### src/rtl/seq_bit_packer.sv
// seq_bit_packer
//
// Takes the 1-bit serial stream of sync_seq_machine, hunts for a
// programmable sync pattern and then packs the following bits MSB-first
// into WIDTH-bit words. FRAME_WORDS words are delivered per frame over a
// valid/ready handshake. After the frame the block drops lock and hunts
// for the next sync pattern.
//
// Parameters:
//   WIDTH        data word width (>= 2)
//   SYNC_LEN     sync pattern length in bits (1..16)
//   SYNC         sync pattern, last-received bit in the LSB
//   FRAME_WORDS  words collected after each sync match (>= 1)
//
// Ports:
//   clk          sole clock, rising edge
//   reset        synchronous, active-high; clears all state
//   bit_in       serial data input
//   bit_en       bit_in is consumed only when this is high
//   word_out     packed word, first-received bit in the MSB
//   word_valid   word_out holds an unconsumed word
//   word_ready   downstream accepts; transfer on word_valid & word_ready
//   locked       high while collecting frame data
//   overflow     sticky; a completed word was dropped
//   word_parity  (only with SEQ_BIT_PACKER_PARITY_EN) XOR of word_out
//
// Optional feature macro: SEQ_BIT_PACKER_PARITY_EN adds word_parity.

module seq_bit_packer #(
  parameter int                  WIDTH       = 8,
  parameter int                  SYNC_LEN    = 4,
  parameter logic [SYNC_LEN-1:0] SYNC        = 4'b1101,
  parameter int                  FRAME_WORDS = 4
) (
  input  logic             clk,
  input  logic             reset,
  input  logic             bit_in,
  input  logic             bit_en,
  output logic [WIDTH-1:0] word_out,
  output logic             word_valid,
  input  logic             word_ready,
  output logic             locked,
  output logic             overflow
`ifdef SEQ_BIT_PACKER_PARITY_EN
  ,
  output logic             word_parity
`endif
);

  localparam int BIT_W  = $clog2(WIDTH);
  localparam int SEEN_W = $clog2(SYNC_LEN + 1);
  localparam int WORD_W = $clog2(FRAME_WORDS + 1);

  localparam logic [BIT_W-1:0]  BIT_LAST  = BIT_W'(WIDTH - 1);
  localparam logic [SEEN_W-1:0] SEEN_MAX  = SEEN_W'(SYNC_LEN);
  localparam logic [SEEN_W-1:0] SEEN_ARM  = SEEN_W'(SYNC_LEN - 1);
  localparam logic [WORD_W-1:0] WORD_LAST = WORD_W'(FRAME_WORDS - 1);

  typedef enum logic {
    HUNT    = 1'b0,
    COLLECT = 1'b1
  } state_t;

  state_t              state, state_n;
  logic [SYNC_LEN-1:0] sync_sr, sync_n;
  logic [SEEN_W-1:0]   seen, seen_n;
  logic [BIT_W-1:0]    bit_cnt, bit_n;
  logic [WORD_W-1:0]   word_cnt, wcnt_n;
  logic [WIDTH-1:0]    shift_sr, shift_n;
  logic [WIDTH-1:0]    word_n;
  logic                valid_n;
  logic                ovf_n;

  logic [SYNC_LEN-1:0] sync_shift;
  logic [WIDTH-1:0]    word_shift;
  logic                hunt_match;
  logic                xfer;
  logic                out_free;

`ifdef SEQ_BIT_PACKER_PARITY_EN
  logic                par_n;
`endif

  // Shifted views of both registers including the bit presented this
  // cycle. The match uses the shifted value so the final sync bit counts
  // in the same cycle it arrives. Requiring SYNC_LEN-1 earlier bits keeps
  // leftover register contents from ever matching.
  assign sync_shift = (sync_sr << 1) | SYNC_LEN'(bit_in);
  assign word_shift = (shift_sr << 1) | WIDTH'(bit_in);
  assign hunt_match = (sync_shift == SYNC) && (seen >= SEEN_ARM);
  assign xfer       = word_valid & word_ready;
  assign out_free   = !word_valid || word_ready;
  assign locked     = (state == COLLECT);

  // Next-state logic. The handshake completes regardless of bit_en; a
  // word completing in a transfer cycle reloads the output register so
  // back-to-back words never bubble. A word that cannot be loaded is
  // dropped, but it still counts toward the end of the frame.
  always_comb begin
    state_n = state;
    sync_n  = sync_sr;
    seen_n  = seen;
    bit_n   = bit_cnt;
    wcnt_n  = word_cnt;
    shift_n = shift_sr;
    word_n  = word_out;
    valid_n = word_valid;
    ovf_n   = overflow;
`ifdef SEQ_BIT_PACKER_PARITY_EN
    par_n   = word_parity;
`endif

    if (xfer) begin
      valid_n = 1'b0;
    end

    case (state)
      HUNT: begin
        if (bit_en) begin
          sync_n = sync_shift;
          seen_n = (seen == SEEN_MAX) ? seen : seen + SEEN_W'(1);
          if (hunt_match) begin
            state_n = COLLECT;
            bit_n   = '0;
            wcnt_n  = '0;
          end
        end
      end
      COLLECT: begin
        if (bit_en) begin
          shift_n = word_shift;
          if (bit_cnt == BIT_LAST) begin
            bit_n = '0;
            if (word_cnt == WORD_LAST) begin
              state_n = HUNT;
              seen_n  = '0;
              wcnt_n  = '0;
            end else begin
              wcnt_n = word_cnt + WORD_W'(1);
            end
            if (out_free) begin
              word_n  = word_shift;
              valid_n = 1'b1;
`ifdef SEQ_BIT_PACKER_PARITY_EN
              par_n   = ^word_shift;
`endif
            end else begin
              ovf_n = 1'b1;
            end
          end else begin
            bit_n = bit_cnt + BIT_W'(1);
          end
        end
      end
      default: begin
        state_n = HUNT;
      end
    endcase
  end

  // State register with synchronous reset.
  always_ff @(posedge clk) begin
    if (reset) begin
      state      <= HUNT;
      sync_sr    <= '0;
      seen       <= '0;
      bit_cnt    <= '0;
      word_cnt   <= '0;
      shift_sr   <= '0;
      word_out   <= '0;
      word_valid <= 1'b0;
      overflow   <= 1'b0;
`ifdef SEQ_BIT_PACKER_PARITY_EN
      word_parity <= 1'b0;
`endif
    end else begin
      state      <= state_n;
      sync_sr    <= sync_n;
      seen       <= seen_n;
      bit_cnt    <= bit_n;
      word_cnt   <= wcnt_n;
      shift_sr   <= shift_n;
      word_out   <= word_n;
      word_valid <= valid_n;
      overflow   <= ovf_n;
`ifdef SEQ_BIT_PACKER_PARITY_EN
      word_parity <= par_n;
`endif
    end
  end

endmodule

### config.mk
export PLATFORM = sky130hd
export DESIGN_NAME = seq_bit_packer
export DESIGN_NICKNAME = d
export VERILOG_FILES = /design/src/rtl/seq_bit_packer.sv
export SDC_FILE = /design/constraint.sdc
export NUM_CORES = 1
export LEC_CHECK = 0
export CAP_MARGIN = 20
export CORE_MARGIN = 1
export CORE_UTILIZATION = 50
export DETAILED_ROUTE_END_ITERATION = 10
export PLACE_DENSITY = 0.73
export SLEW_MARGIN = 20
export SYNTH_ARGS = -nofsm -noshare
export SYNTH_HDL_FRONTEND = slang
export SYNTH_SLANG_ARGS = --single-unit
export TNS_END_PERCENT = 50
### constraint.sdc
create_clock -name clk -period 2.45 [get_ports clk]
set_clock_uncertainty 0.2 [all_clocks]
set_input_delay 0.3675 -clock clk [delete_from_list [all_inputs] [get_ports clk]]
set_output_delay 0.3675 -clock clk [all_outputs]
set_load 0.01 [all_outputs]
**Word level (Yosys, flattened, before mapping)**

Index checks and enable logic that the tools add are counted.
Widths: inputs -> output; s select.

- Multiplexer cells: 26
- Shifts and indexed selects: 0
- $lt $le $gt $ge: 1
- Div/mod/pow operators: 0
- Multipliers: 0
- Eq/ne operators: 10
- Add/subtract/negate cells: 3
- Bitwise gates (word level): 5
- Reduce and logical (&&, ||, !) cells: 10

Operators with widths:

| kind | count |
|---|---|
| $mux 3 | 12 |
| $pmux 3 s2 | 3 |
| $reduce_and 4->1 | 3 |
| $mux 1 | 10 |
| $add 3x1->3 const B | 3 |
| $ne 2x2->1 const B | 4 |
| $or 8x1->8 | 1 |
| $eq 3x3->1 const B | 2 |
| $reduce_and 5->1 | 1 |
| $eq 4x4->1 const B | 1 |
| $ne 2x1->1 const B | 2 |
| $or 4x1->4 | 1 |
| $reduce_and 2->1 | 2 |
| $eq 3x2->1 const B | 1 |
| $ge 3x2->1 const B | 1 |
| $reduce_and 3->1 | 1 |
| $not 1->1 | 2 |
| $pmux 1 s2 | 1 |
| $and 1x1->1 | 1 |
| $logic_and 1x1->1 | 1 |
| $logic_not 1->1 | 1 |
| $logic_or 1x1->1 | 1 |

- Bits in latches: 0
- Flip-flop bits (word level): 30
- Memories: 0
- Bits in writable memories: 0
- Bits in read-only memories: 0
- Logic and storage cells: 64

**Depth between registers and ports, before layout**

- Depth in word-level cells: 6
- Mapped depth: 6

**Worst setup path before layout**

No wires, ideal clock.

- Kind: register -> register
- Start point: register bit_cnt[0]
- End point: register word_cnt[1]
- Setup time: 0.123 ns
- Cell stages (with the launch flop): 7
- Buffers on the path: 1
- Path slack: 0.815 ns
- Clock period less this slack: 1.635 ns
- Data arrival time: 1.312 ns
- Cells stage by stage: dfxtp_1 ha_1 ha_1 and3_1 buf_4 a41oi_1 o21ai_1

- Word-level cells in the longest chain between the ends: 3

RTL lines:

| element | RTL line | text |
|---|---|---|
| start: declaration | 67 | `logic [BIT_W-1:0] bit_cnt, bit_n;` |
| start signal: assignment | 180 | `bit_cnt <= bit_n;` |
| $eq 3x3->1 | 132 | `if (bit_cnt == BIT_LAST) begin` |
| $ne 2x1->1 (no line) | -- |  |
| $reduce_and 4->1 (no line) | -- |  |
| end signal: assignment | 181 | `word_cnt <= wcnt_n;` |
| end: declaration | 68 | `logic [WORD_W-1:0] word_cnt, wcnt_n;` |

No other way between the ends.
A chain may end at the register's enable or synchronous reset.

**Final worst setup path**

- Start point: register state, in the netlist locked
- End point: output port locked

RTL lines:

| element | RTL line | text |
|---|---|---|
| start: declaration | 64 | `state_t state, state_n;` |
| start signal: assignment | 177 | `state <= state_n;` |
| end: declaration | 42 | `output logic locked,` |

No word-level cell between the ends.

==> impl_summary.txt <==
----------------------------------------------------
[Status]
  Result of the run ... finished, final reports clean

[Logic synthesis]
  Library cells used by synthesis ... 30
  Async SR Flop Fraction ... 0%
  Commonest register cell after synthesis ... sky130_fd_sc_hd__dfxtp_1
  Yosys warns ... 0
  Synth Area per Inst ... 8.51 um2
  Cell types occupying the most area after synthesis ... sky130_fd_sc_hd__dfxtp_1 (46%), sky130_fd_sc_hd__a21oi_1 (9.1%), sky130_fd_sc_hd__nand2_1 (6.8%)
  Flop and latch count out of synthesis ... 30
  Biggest area consumer among synthesized cells ... sky130_fd_sc_hd__dfxtp_1
  Synth Instances ... 155
  Post-synthesis instance area ... 1320 um2
  Post-synth EDFFs ... 0
  Nets in the synthesized netlist ... 166
  Top cell type's share of synthesized area ... 45.5%
  Part of the Yosys area used for sequential elements ... 45.5%

[Timing]
  Final period utilization ... 83.7%
  Final WS setup ... 400 ps
  Accumulated negative setup slack ... 0 ps
  Maximum clock rate ... 488 MHz
  Rel. slew slack ... 67.0%
  Transition at the pin with the smallest max-transition slack ... 494 ps
  Final hold violation count ... 0
  Unrepaired setup endpoints after global routing ... false
  Period minus WS final ... 2050 ps
  Endpoints failing setup ... 0
  Max-slew violation count ... 0

[Global routing]
  Pin count of the biggest net entering global routing ... 18
  GRT Max-Usage Layer ... met2
  GRT Overall Usage ... 21.7%
  Global route overflow ... 0
  Routing usage on met1 ... 25.6%
  Global Route met3 Usage ... 6.03%
  Vias in the first global route ... 995
  Wire length of the first global-routing pass ... 4.36 mm
  Met2 Track Usage GR ... 34.6%
  Antenna violations before repair ... 0

[Setup path]
  Maximum fanout encountered on the critical timing path ... 13
  Critical path arrival ... 1480 ps
  Type of destination of the critical path ... primary output
  Worst r2r path cells ... 5
  Slowest stage cell on the critical path ... sky130_fd_sc_hd__clkdlybuf4s50_1
  Type of the setup path with the least slack ... reg2out
  Category of cells accounting for the largest share of critical-path delay ... buffers and inverters
  Buffers plus inverters on the worst setup path ... 1
  Worst path depth ... 1
  Type of origin of the critical path ... register
  Cells along the critical path ... clkdlybuf4s50_1
  Required time of the worst setup path ... 1880 ps
  Longest individual stage delay on the worst path ... 610 ps

[Cells and area]
  Area growth, synth to finish ... 16.6%
  Number of diodes added for antenna fixing ... 0
  Utilization after layout ... 62.1%
  NumNets Final ... 180
  Share of final-layout standard cells stronger than drive strength 1 ... 5.88%

[Placement]
  Post-DP HPWL ... 1.83 mm
  GPL Wtd Cong ... 0.758
  Count of port buffers added during placement ... 15
  DP Worst Slack ... 268 ps

[Routing]
  Initial DRT Pass Iterations ... 4
  DR vias/cell ... 5.68
  Residual antenna-violating net count after detailed routing ... 0
  Count of routing violations after the opening detailed-route iteration ... 34
  Remaining routing DRC violations ... 0
  Routed via count ... 1,135
  Average wire per cell in the routed design ... 12.8 um
  Sum of routed wire length over all layers ... 2.55 mm

[Clock network]
  Maximum level of the CTS H-tree ... 2
  Maximum number of buffers from clock root to sink ... 2
  Number of CTS-inserted buffers ... 5
  Post-cts repair resize count ... 0
  Sink count of the clock tree ... 30
  Clock-pin slew on the worst setup and hold paths ... 100 ps
  Hold-fix buffer count after cts ... 0
  Insertion delay of the later-clocked pin in the worst-skew pair ... 320 ps
  CTS root buf ... sky130_fd_sc_hd__clkbuf_4
  Setup fix buffers added after clock tree synthesis ... 0
  CTS tree ... built

[Pwr]
  Maximum VDD drop ... 450 uV
  Power per unit of standard cell area ... 586 nW/um2
  Static Leak ... 0.516 nW
  Total design power ... 0.000900 W

[Hold path]
  Hold Crit Class ... reg2reg
  Hold-critical path depth ... 2

[Die]
  Die Span X ... 53.4 um
  Die Area ... 2850 um2
  Placeable core region ... 2480 um2
  Die Y-Extent ... 53.4 um
  Number of top-level design ports ... 16
  Floorplan row count ... 18
  Initial Utilization ... 53.2%

[Flow run]
  Number of max-capacitance violations reported ... 0

----------------------------------------------------
==> synthesized netlist by cell type (2+ instances only) <==
cell type,n
sky130_fd_sc_hd__a21oi_1,24
sky130_fd_sc_hd__a311oi_1,3
sky130_fd_sc_hd__a41oi_1,2
sky130_fd_sc_hd__and2_1,3
sky130_fd_sc_hd__buf_1,2
sky130_fd_sc_hd__buf_2,2
sky130_fd_sc_hd__buf_4,3
sky130_fd_sc_hd__dfxtp_1,30
sky130_fd_sc_hd__ha_1,6
sky130_fd_sc_hd__inv_1,6
sky130_fd_sc_hd__nand2_1,24
sky130_fd_sc_hd__nand2b_1,3
sky130_fd_sc_hd__nand3_1,13
sky130_fd_sc_hd__nand4b_1,3
sky130_fd_sc_hd__nor2_1,2
sky130_fd_sc_hd__nor2b_1,2
sky130_fd_sc_hd__nor3_1,2
sky130_fd_sc_hd__nor3b_1,2
sky130_fd_sc_hd__o21ai_0,9
sky130_fd_sc_hd__o21ai_1,2
sky130_fd_sc_hd__o221ai_1,3
==> cells in the final DEF (no fill, tap or decap) <==
cell type,netlist,final
sky130_fd_sc_hd__a211oi_2,1,1
sky130_fd_sc_hd__a21oi_1,24,24
sky130_fd_sc_hd__a311oi_1,3,3
sky130_fd_sc_hd__a41oi_1,2,2
sky130_fd_sc_hd__and2_1,3,3
sky130_fd_sc_hd__and2b_1,1,1
sky130_fd_sc_hd__and3_1,1,1
sky130_fd_sc_hd__and4b_1,1,1
sky130_fd_sc_hd__buf_4,3,1
sky130_fd_sc_hd__clkbuf_4,0,5
sky130_fd_sc_hd__clkbuf_8,0,3
sky130_fd_sc_hd__clkdlybuf4s50_1,0,15
sky130_fd_sc_hd__dfxtp_1,30,30
sky130_fd_sc_hd__ha_1,6,6
sky130_fd_sc_hd__inv_1,6,6
sky130_fd_sc_hd__nand2_1,24,24
sky130_fd_sc_hd__nand2b_1,3,3
sky130_fd_sc_hd__nand3_1,13,13
sky130_fd_sc_hd__nand4_1,1,1
sky130_fd_sc_hd__nand4b_1,3,3
sky130_fd_sc_hd__nor2_1,2,2
sky130_fd_sc_hd__nor2b_1,2,2
sky130_fd_sc_hd__nor3_1,2,2
sky130_fd_sc_hd__nor3b_1,2,2
sky130_fd_sc_hd__o21a_1,1,1
sky130_fd_sc_hd__o21ai_0,9,9
sky130_fd_sc_hd__o21ai_1,2,2
sky130_fd_sc_hd__o221ai_1,3,3
sky130_fd_sc_hd__or3_1,1,1
==> final cells by class <==
class,count,area [um2]
fill,228,940
inverter,6,22.5
multi-input combinational,110,641
tap,30,37.5
timing repair buffer,16,158
clock buffer,8,78.8
sequential,30,601
==> routing by layer <==
layer,part of all wire (%),vias up
met5,0,-
met2,50,20
li1,-,580
met4,1.4,0
met3,3.0,4
met1,46,531
==> final timing paths <==
| kind | slack [ps] | end | start |
|---|---|---|---|
| hold / removal | 270 | shift_sr[6] | shift_sr[6] |
| setup / recovery | 400 | locked | locked |
| setup reg to reg | 630 | word_cnt[0] | bit_cnt[0] |
| hold reg to reg | 270 | shift_sr[6] | shift_sr[6] |
==> power by group <==
group	total (W)	internal [W]	switching, W
clock	0.000364	0.000196	0.000168
combinational	0.0000395	0.0000159	0.0000236
sequential	0.000497	0.000492	0.00000500
total	0.000900	0.000704	0.000197
==> flip-flops by register name (all words and copies together), names as in the netlist <==
signal	flops
word_out	8
shift_sr	7
bit_cnt	3
seen	3
sync_sr	3
word_cnt	3
locked	1
overflow	1
word_valid	1
==> through the flow <==
stage	instances	cell area (um2)	hold WS [ps]
CTS	200	1540	268
detailed placement	192	1460	255
floorplan	155	1320	237
finish	200	1540	268
global route	200	1540	287
global placement	192	1460	245
==> logic make-up (layout without fill, tap and decap cells) <==
group,count (synthesis),in the layout,synth area share [%]
flip-flops,30,30,45.5
buffers and inverters,15,30,5.88
AO/OA/AOI/OAI,45,45,20.1
AND/OR/NAND/NOR,59,59,22.8
adder cells (fa/ha/maj),6,6,5.69
(Power assumes the default switching activity.)
